<file path="config.mk">
export PLATFORM = sky130hd
export DESIGN_NAME = seq_divider
export DESIGN_NICKNAME = d
export VERILOG_FILES = /design/src/rtl/seq_divider.sv
export SDC_FILE = /design/constraint.sdc
export NUM_CORES = 1
export LEC_CHECK = 0
export ABC_AREA = 1
export CAP_MARGIN = 0
export CORE_MARGIN = 5
export CORE_UTILIZATION = 55
export CTS_BUF_LIST = sky130_fd_sc_hd__clkbuf_8
export CTS_CLUSTER_SIZE = 8
export DETAILED_ROUTE_END_ITERATION = 10
export MAX_ROUTING_LAYER = met4
export PLACE_DENSITY = 0.81
export SETUP_SLACK_MARGIN = 0.5
export SLEW_MARGIN = 40
export SYNTH_ARGS = -nofsm -noshare
export SYNTH_HDL_FRONTEND = slang
export SYNTH_SLANG_ARGS = --single-unit
</file>
<file path="constraint.sdc">
create_clock -name clk -period 1.96 [get_ports clk]
set_clock_uncertainty 0.05 [all_clocks]
set_input_delay 0.392 -clock clk [delete_from_list [all_inputs] [get_ports clk]]
set_output_delay 0.392 -clock clk [all_outputs]
set_load 0.02 [all_outputs]
</file>
<file path="src/rtl/seq_divider.sv">
// seq_divider: iterative 32-bit radix-2 restoring divider with RV32M
// div/divu/rem/remu semantics. One request in flight at a time; the result
// appears with a one-cycle `completed` pulse exactly 33 cycles after accept.
//
// Handshake: `enable` is a single-cycle request strobe that is honoured only
// while the FSM is IDLE (a request in RUN or FIX is dropped, not queued);
// operands and `is_signed` are captured on the accepting edge. `completed`
// is high for exactly one cycle per accepted request, with `q`/`r` valid in
// that cycle; `q`/`r` then hold until the next completion or reset.
module seq_divider (
  input  logic        clk,
  input  logic        rst,
  input  logic        enable,
  input  logic        is_signed,
  input  logic [31:0] s,
  input  logic [31:0] t,
  output logic        completed,
  output logic [31:0] q,
  output logic [31:0] r
);

  typedef enum logic [1:0] {
    IDLE = 2'd0,
    RUN  = 2'd1,
    FIX  = 2'd2
  } state_t;

  // FSM state, kept as a named signal so checkers can bind to it.
  state_t      state;

  logic [5:0]  cnt;       // completed RUN steps
  logic [32:0] rem;       // partial remainder
  logic [31:0] dvd;       // dividend magnitude, shifts out as quotient shifts in
  logic [31:0] dvs;       // divisor magnitude
  logic [31:0] raw_s;     // untouched operands for the special-case rules
  logic [31:0] raw_t;
  logic        sgn_mode;
  logic        sign_s;
  logic        sign_t;

  logic [31:0] s_mag;
  logic [31:0] t_mag;
  logic [33:0] shifted;
  logic [33:0] trial;
  logic        fits;
  logic [31:0] fix_q;
  logic [31:0] fix_r;

  // Operand magnitudes at accept; 0x80000000 maps to itself and is then
  // handled as an unsigned value by the datapath.
  always_comb begin
    s_mag = s;
    t_mag = t;
    if (is_signed && s[31]) s_mag = 32'd0 - s;
    if (is_signed && t[31]) t_mag = 32'd0 - t;
  end

  // One restoring step: shift in the next dividend bit and trial-subtract.
  always_comb begin
    shifted = {rem, dvd[31]};
    trial   = shifted - {2'b00, dvs};
    fits    = ~trial[33];
  end

  // Final sign correction and RV32M special cases, first match wins.
  always_comb begin
    fix_q = dvd;
    fix_r = rem[31:0];
    if (raw_t == 32'd0) begin
      fix_q = 32'hFFFF_FFFF;
      fix_r = raw_s;
    end else if (sgn_mode && raw_s == 32'h8000_0000 && raw_t == 32'hFFFF_FFFF) begin
      fix_q = 32'h8000_0000;
      fix_r = 32'd0;
    end else if (sgn_mode) begin
      if (sign_s != sign_t) fix_q = 32'd0 - dvd;
      if (sign_s)           fix_r = 32'd0 - rem[31:0];
    end
  end

  // FSM and datapath registers; reset overrides every other input.
  always_ff @(posedge clk) begin
    if (rst) begin
      state     <= IDLE;
      completed <= 1'b0;
      q         <= 32'd0;
      r         <= 32'd0;
      cnt       <= 6'd0;
      rem       <= 33'd0;
      dvd       <= 32'd0;
      dvs       <= 32'd0;
      raw_s     <= 32'd0;
      raw_t     <= 32'd0;
      sgn_mode  <= 1'b0;
      sign_s    <= 1'b0;
      sign_t    <= 1'b0;
    end else begin
      completed <= 1'b0;
      case (state)
        IDLE: begin
          if (enable) begin
            sgn_mode <= is_signed;
            sign_s   <= s[31];
            sign_t   <= t[31];
            raw_s    <= s;
            raw_t    <= t;
            dvd      <= s_mag;
            dvs      <= t_mag;
            rem      <= 33'd0;
            cnt      <= 6'd0;
            state    <= RUN;
          end
        end
        RUN: begin
          rem <= fits ? trial[32:0] : shifted[32:0];
          dvd <= {dvd[30:0], fits};
          cnt <= cnt + 6'd1;
          if (cnt == 6'd31) state <= FIX;
        end
        FIX: begin
          q         <= fix_q;
          r         <= fix_r;
          completed <= 1'b1;
          state     <= IDLE;
        end
        default: state <= IDLE;
      endcase
    end
  end

endmodule

</file>
==> impl_metrics.py, run 1 <==
metrics = {
    "logic_synthesis": {
        "yosysWarnings": 0,
        "ffs_latches_synth": 234,
        "synth_enable_flop_cells": 0,
        "syn-mean-instance-area_um2": 6.19,
        "synthesis.instances": 2432,
        "post_synth_num_cell_types": 46,
        "synthFlopType": "sky130_fd_sc_hd__dfxtp_1",
        "synth_async_sr_flop_share_pct": 0,
        "ys_seq_area_share_pct": 31.1,
        "synth.net_count": 2538,
        "post_synth_instance_area_um2": 15000,
    },
    "global_routing": {
        "grt_max_degree": 106,
        "grt_overall_usage_pct": 79.5,
        "grt_overflow": 21,
        "number_of_antenna_violations_at_the_first_check_in_global_routing": 15,
    },
    "run_status": {
        "outcome": "aborted with a tool error",
        "stop_stage": "global routing",
        "stop_error": "[ERROR GRT-0232] Routing congestion too high. Check the congestion heatmap in the GUI.",
    },
    "clock_network": {
        "cts_htree_levels": 2,
        "cts.sink_count": 234,
        "postCtsHoldBufs": 0,
        "cts-root-to-sink-buffers": 3,
        "root_buffer": "sky130_fd_sc_hd__clkbuf_8",
        "cts_inserted_buffers": 42,
    },
    "placed_design": {
        "io_buffers": 132,
        "hpwl_mm": 45.7,
        "dp_slack_ns": -0.516,
        "routabilityCongestion": 1.04,
    },
    "floorplanning": {
        "boundaryPins": 133,
        "effective_utilization_at_floorplan_pct": 55.8,
        "fp.dieW_um": 175,
        "chipHeight_um": 175,
        "std_cell_rows": 60,
    },
    "timing": {
        "postGrtWorstEndpoint": "rem[28]$_SDFFE_PP0P_/D",
        "worst_ep_type": "register input",
    },
}
-- metrics by stage --
step	utilization, %	area, µm²	std cells	hold WS [ns]
floorplan	-	15800	2432	0.393
global placement	74.8	20200	3193	0.398
detailed placement	74.8	20200	3193	0.417
CTS	83.4	22500	3301	0.132
-- per-layer routing --
layer / track usage [%] / GRT overflow
met3: 70.4 / 5
met5: - / -
met2: 90.7 / 5
met4: 78.2 / 8
met1: 76.5 / 3
-- cells in the mapped netlist, drive strengths merged, types with 32 or more instances --
library cell  number  area, µm²
nor3              50        260
nand2            643       2460
nand3            238       1220
inv              284       1070
dfxtp            234       4680
o21ai            164        828
a21oi            155        798
nand4             39        244
nor2             288       1110
buf               32        149
clkbuf            69        259
xor2              33        289
ha                37        463
-- cells by family after synthesis --
| kind of cell | synth area share [%] |
|---|---|
| and+or+nand+nor | 37.4 |
| DFF | 31.1 |
| AOI/OAI and AO/OA | 15.5 |
| xor gates and xnor gates | 2.97 |
| adders and majority gates | 3.21 |
| buffers and inverters | 9.85 |
-- what timing repair did --
action	in CTS
cloned	10
gates resized for setup	706
buffers inserted	24
pin swaps	47
endpoints found under the setup margin	244
==> inputs of run 2 (changes only) <==
--- a/config.mk
+++ b/config.mk
@@ -8,13 +8,9 @@
 export ABC_AREA = 1
 export CAP_MARGIN = 0
 export CORE_MARGIN = 5
-export CORE_UTILIZATION = 55
-export CTS_BUF_LIST = sky130_fd_sc_hd__clkbuf_8
-export CTS_CLUSTER_SIZE = 8
+export CORE_UTILIZATION = 40
 export DETAILED_ROUTE_END_ITERATION = 10
-export MAX_ROUTING_LAYER = met4
-export PLACE_DENSITY = 0.81
-export SETUP_SLACK_MARGIN = 0.5
+export PLACE_DENSITY_LB_ADDON = 0.15
 export SLEW_MARGIN = 40
 export SYNTH_ARGS = -nofsm -noshare
 export SYNTH_HDL_FRONTEND = slang
==> constraint.sdc (replaced) <==
create_clock -name clk -period 2.55 [get_ports clk]
set_clock_uncertainty 0.05 [all_clocks]
set_input_delay 0.51 -clock clk [delete_from_list [all_inputs] [get_ports clk]]
set_output_delay 0.51 -clock clk [all_outputs]
set_load 0.02 [all_outputs]
==> run 2 against run 1 <==
Against the previous run:
- the run now ends clean
- area after synthesis stayed put
- synthesized cell count stayed put
==> impl_metrics.py, run 2 <==
metrics = {
    "run_status": {
        "outcome": "finished, final reports clean",
    },
    "power": {
        "p_leak_nw": 8.80,
        "fin_total_pwr_mw": 23.6,
        "p_seq_share_pct": 19.3,
        "worst_ir_drop_vdd_v": 0.00141,
        "pwr-share-clk_pct": 17.8,
        "power_density_nw_per_um2": 1250,
        "power.combinational.fraction_pct": 62.8,
        "net-switching-power_mw": 11.6,
        "netSwitchingFraction_pct": 49.2,
        "power.internal_mw": 12.0,
    },
    "critical_path": {
        "worst-r2r-setup-slack_ns": 0.13,
        "critical_path.max_stage_delay_ns": 0.34,
        "crit_fanout": 12,
        "crit_path_cell_trace": "inv_1, ha_2, nand2_1, inv_1, nand2_1, nand2_1, nand2_1, nand2_1, a21oi_4, buf_4, nand3_4, nand2_4, buf_12, nand2_1, nand3_1, nand2_1",
        "reg2reg_depth": 16,
        "crit_slowest_cell": "sky130_fd_sc_hd__ha_2",
        "required_ns": 2.96,
        "critical_path.most_common_cell": "sky130_fd_sc_hd__nand2_1",
        "rr_endpoint": "rem[9]",
        "worstSetupEndpointType": "flop",
        "timing.rr.start": "dvs[20]",
        "worst_ep_arrival_ns": 2.83,
        "startpoint_type_of_the_worst_setup_path": "flop",
        "criticalPathCategory": "reg2reg",
    },
    "final_layout": {
        "largest_register_ff_count": 33,
        "final_cells": 3173,
        "largest_register": "rem",
        "antenna_cells_inserted": 0,
        "post_route_cells_drive_above_1_share_pct": 9.95,
        "design.final.nets": 2748,
        "final_cell_mix": "sky130_fd_sc_hd__nand2_1, sky130_fd_sc_hd__inv_1, sky130_fd_sc_hd__nor2_1",
        "area_growth_syn_to_layout_pct": 25.7,
        "mostFrequentLayoutCell": "sky130_fd_sc_hd__nand2_1",
    },
    "floorplanning": {
        "std_cell_rows": 71,
        "fp.dieW_um": 204,
        "design.core.area_um2": 37400,
        "effective_utilization_at_floorplan_pct": 40.2,
        "chipHeight_um": 204,
        "boundaryPins": 133,
        "area_of_the_die_um2": 41600,
    },
    "worst_hold_path": {
        "worstHoldEndpoint": "completed",
        "hold_path_depth": 2,
        "hp-class": "in2reg",
        "hp-start": "rst",
    },
    "clock_network": {
        "root_buffer": "sky130_fd_sc_hd__clkbuf_16",
        "clk_transition_reported_paths_ns": 0.06,
        "cts-root-to-sink-buffers": 3,
        "clock_tree_from_tritoncts": "done",
        "cts_inserted_buffers": 28,
        "cts_htree_levels": 1,
        "postCtsHoldBufs": 0,
        "cts.sink_count": 234,
        "insertion_delay_ns": 0.58,
    },
    "logic_synthesis": {
        "syn-mean-instance-area_um2": 6.19,
        "synth_enable_flop_cells": 0,
        "ys_seq_area_share_pct": 31.1,
        "synthTopCellsByArea": "sky130_fd_sc_hd__dfxtp_1, sky130_fd_sc_hd__nand2_1, sky130_fd_sc_hd__nand3_1, sky130_fd_sc_hd__nor2_1, sky130_fd_sc_hd__inv_1",
        "top_count_cell_post_synth": "sky130_fd_sc_hd__nand2_1",
        "synth_async_sr_flop_share_pct": 0,
        "synthesis.instances": 2432,
        "post_synth_instance_area_um2": 15000,
        "synthDominantAreaCellType": "sky130_fd_sc_hd__dfxtp_1",
        "post_synth_num_cell_types": 46,
        "yosysWarnings": 0,
        "synth_largest_type_area_fraction_pct": 31.1,
        "ffs_latches_synth": 234,
        "netlist_top_cells_count": "sky130_fd_sc_hd__nand2_1, sky130_fd_sc_hd__nor2_1, sky130_fd_sc_hd__inv_1, sky130_fd_sc_hd__dfxtp_1, sky130_fd_sc_hd__nand3_1",
        "synth.net_count": 2538,
        "synthFlopType": "sky130_fd_sc_hd__dfxtp_1",
    },
    "timing": {
        "maxSlewViolCount": 0,
        "finalCriticalPeriod_ns": 2.42,
        "max-slew-margin-rel_pct": 53.5,
        "timing_worst_slew_pin_value_ns": 0.696,
        "maxClockFrequency_mhz": 414,
        "setup_violations": 0,
        "fin_setup_tns_ns": 0,
        "min_period_over_period_pct": 94.8,
        "timing.final.hold_violations": 0,
    },
    "placed_design": {
        "place.detailed.instances": 3121,
        "routabilityCongestion": 0.970,
        "io_buffers": 132,
        "hpwl_mm": 44.7,
    },
    "routing": {
        "avgViaCountPerCell": 5.31,
        "drt_pass1_iterations": 5,
        "route.detailed.wl_per_inst_um": 17.9,
        "overall_routed_net_length_mm": 56.9,
        "dr_total_vias": 16900,
        "detail-route-antenna-nets": 0,
        "remaining_drc_errors": 0,
        "drtIter0Drc": 1416,
    },
    "global_routing": {
        "grt_overall_usage_pct": 26.4,
        "grt_pass1_wl_mm": 88.0,
        "grt_max_degree": 66,
        "number_of_antenna_violations_at_the_first_check_in_global_routing": 0,
        "grt_overflow": 0,
        "first_global_vias": 15500,
    },
    "flow_run": {
        "max_cap_violations": 0,
    },
}
-- run 2: power by group through the flow --
stage / clock network [mW] / logic [mW] / registers, mW
6_report: 4.21 / 14.8 / 4.56
5_1_grt: 4.43 / 16.4 / 4.61
4_1_cts: 4.30 / 14.3 / 4.55
3_5_place_dp: 0 / 14.2 / 4.62
3_3_place_gp: 0 / 14.2 / 4.61
2_1_floorplan: 0 / 9.42 / 4.54
-- run 2: layout make-up --
class	instances	area, µm²
clock inverters	13	163
clock buffers	37	795
multi-input cells	1811	8970
repair buffers	281	2590
flip-flops and latches	234	4680
well taps	511	639
fillers	3902	18500
inverters	286	1070
-- run 2: cell families (layout without fill, tap and decap cells) --
family / Yosys count / in the layout / share of synthesized area [%]
flip-flops: 234 / 234 / 31.1
AND/OR/NAND/NOR: 1307 / 1307 / 37.4
XOR/XNOR: 51 / 51 / 2.97
buffers and inverters: 387 / 617 / 9.85
AO/OA/AOI/OAI: 415 / 415 / 15.5
adder cells (fa/ha/maj): 38 / 38 / 3.21
-- run 2: critical path: cells and delay by family, from the launching register on --
kind / cells / cell delay, ns
buf+inv: 4 / 0.50
flops: 1 / 0.32
simple gates: 10 / 0.86
compound gates: 1 / 0.21
fa+ha+maj: 1 / 0.34
-- run 2: how the worst max path moves through the flow --
| stage | end | slack [ns] | cells past startpoint | from |
|---|---|---|---|---|
| final | rem[9] | 0.13 | 16 | dvs[20] |
| after CTS | rem[30] | 0.05 | 17 | dvd[31] |
| after detailed placement | dvs[30] | -0.14 | 14 | t[0] |
| after global routing | rem[15] | -0.001 | 14 | dvs[30] |
| after global placement | dvs[30] | -0.12 | 14 | t[0] |
| after floorplan | rem[10] | 0.53 | 12 | rem[25] |
-- run 2: per-stage QoR --
step | hold WS [ns] | setup WS, ns | util (%) | instance area [µm²]
after floorplan | 0.393 | 0.527 | - | 15000
after global placement | 0.401 | -0.121 | 47.7 | 17800
after detailed placement | 0.413 | -0.142 | 47.8 | 17900
after CTS | 0.245 | 0.0512 | 50.4 | 18800
after global routing | 0.273 | -0.00114 | 50.6 | 18900
final | 0.266 | 0.134 | 50.6 | 18900
-- run 2: per-layer routing --
metal | global-route usage (%) | up-vias | share of wire [%]
met5 | 0 | - | 0
met4 | 6.41 | 0 | 2.6
met3 | 3.22 | 80 | 6.3
met2 | 45.4 | 565 | 47
met1 | 35.5 | 7803 | 44
li1 | - | 8402 | -
-- run 2: repair_timing --
action                     4_1_cts  5_1_grt
setup endpoints to repair        0       30
setup buffers                    0        2
resized for setup                0       20
hold endpoints to repair         0        0
No activity file was read; power rests on OpenSTA's default activity.
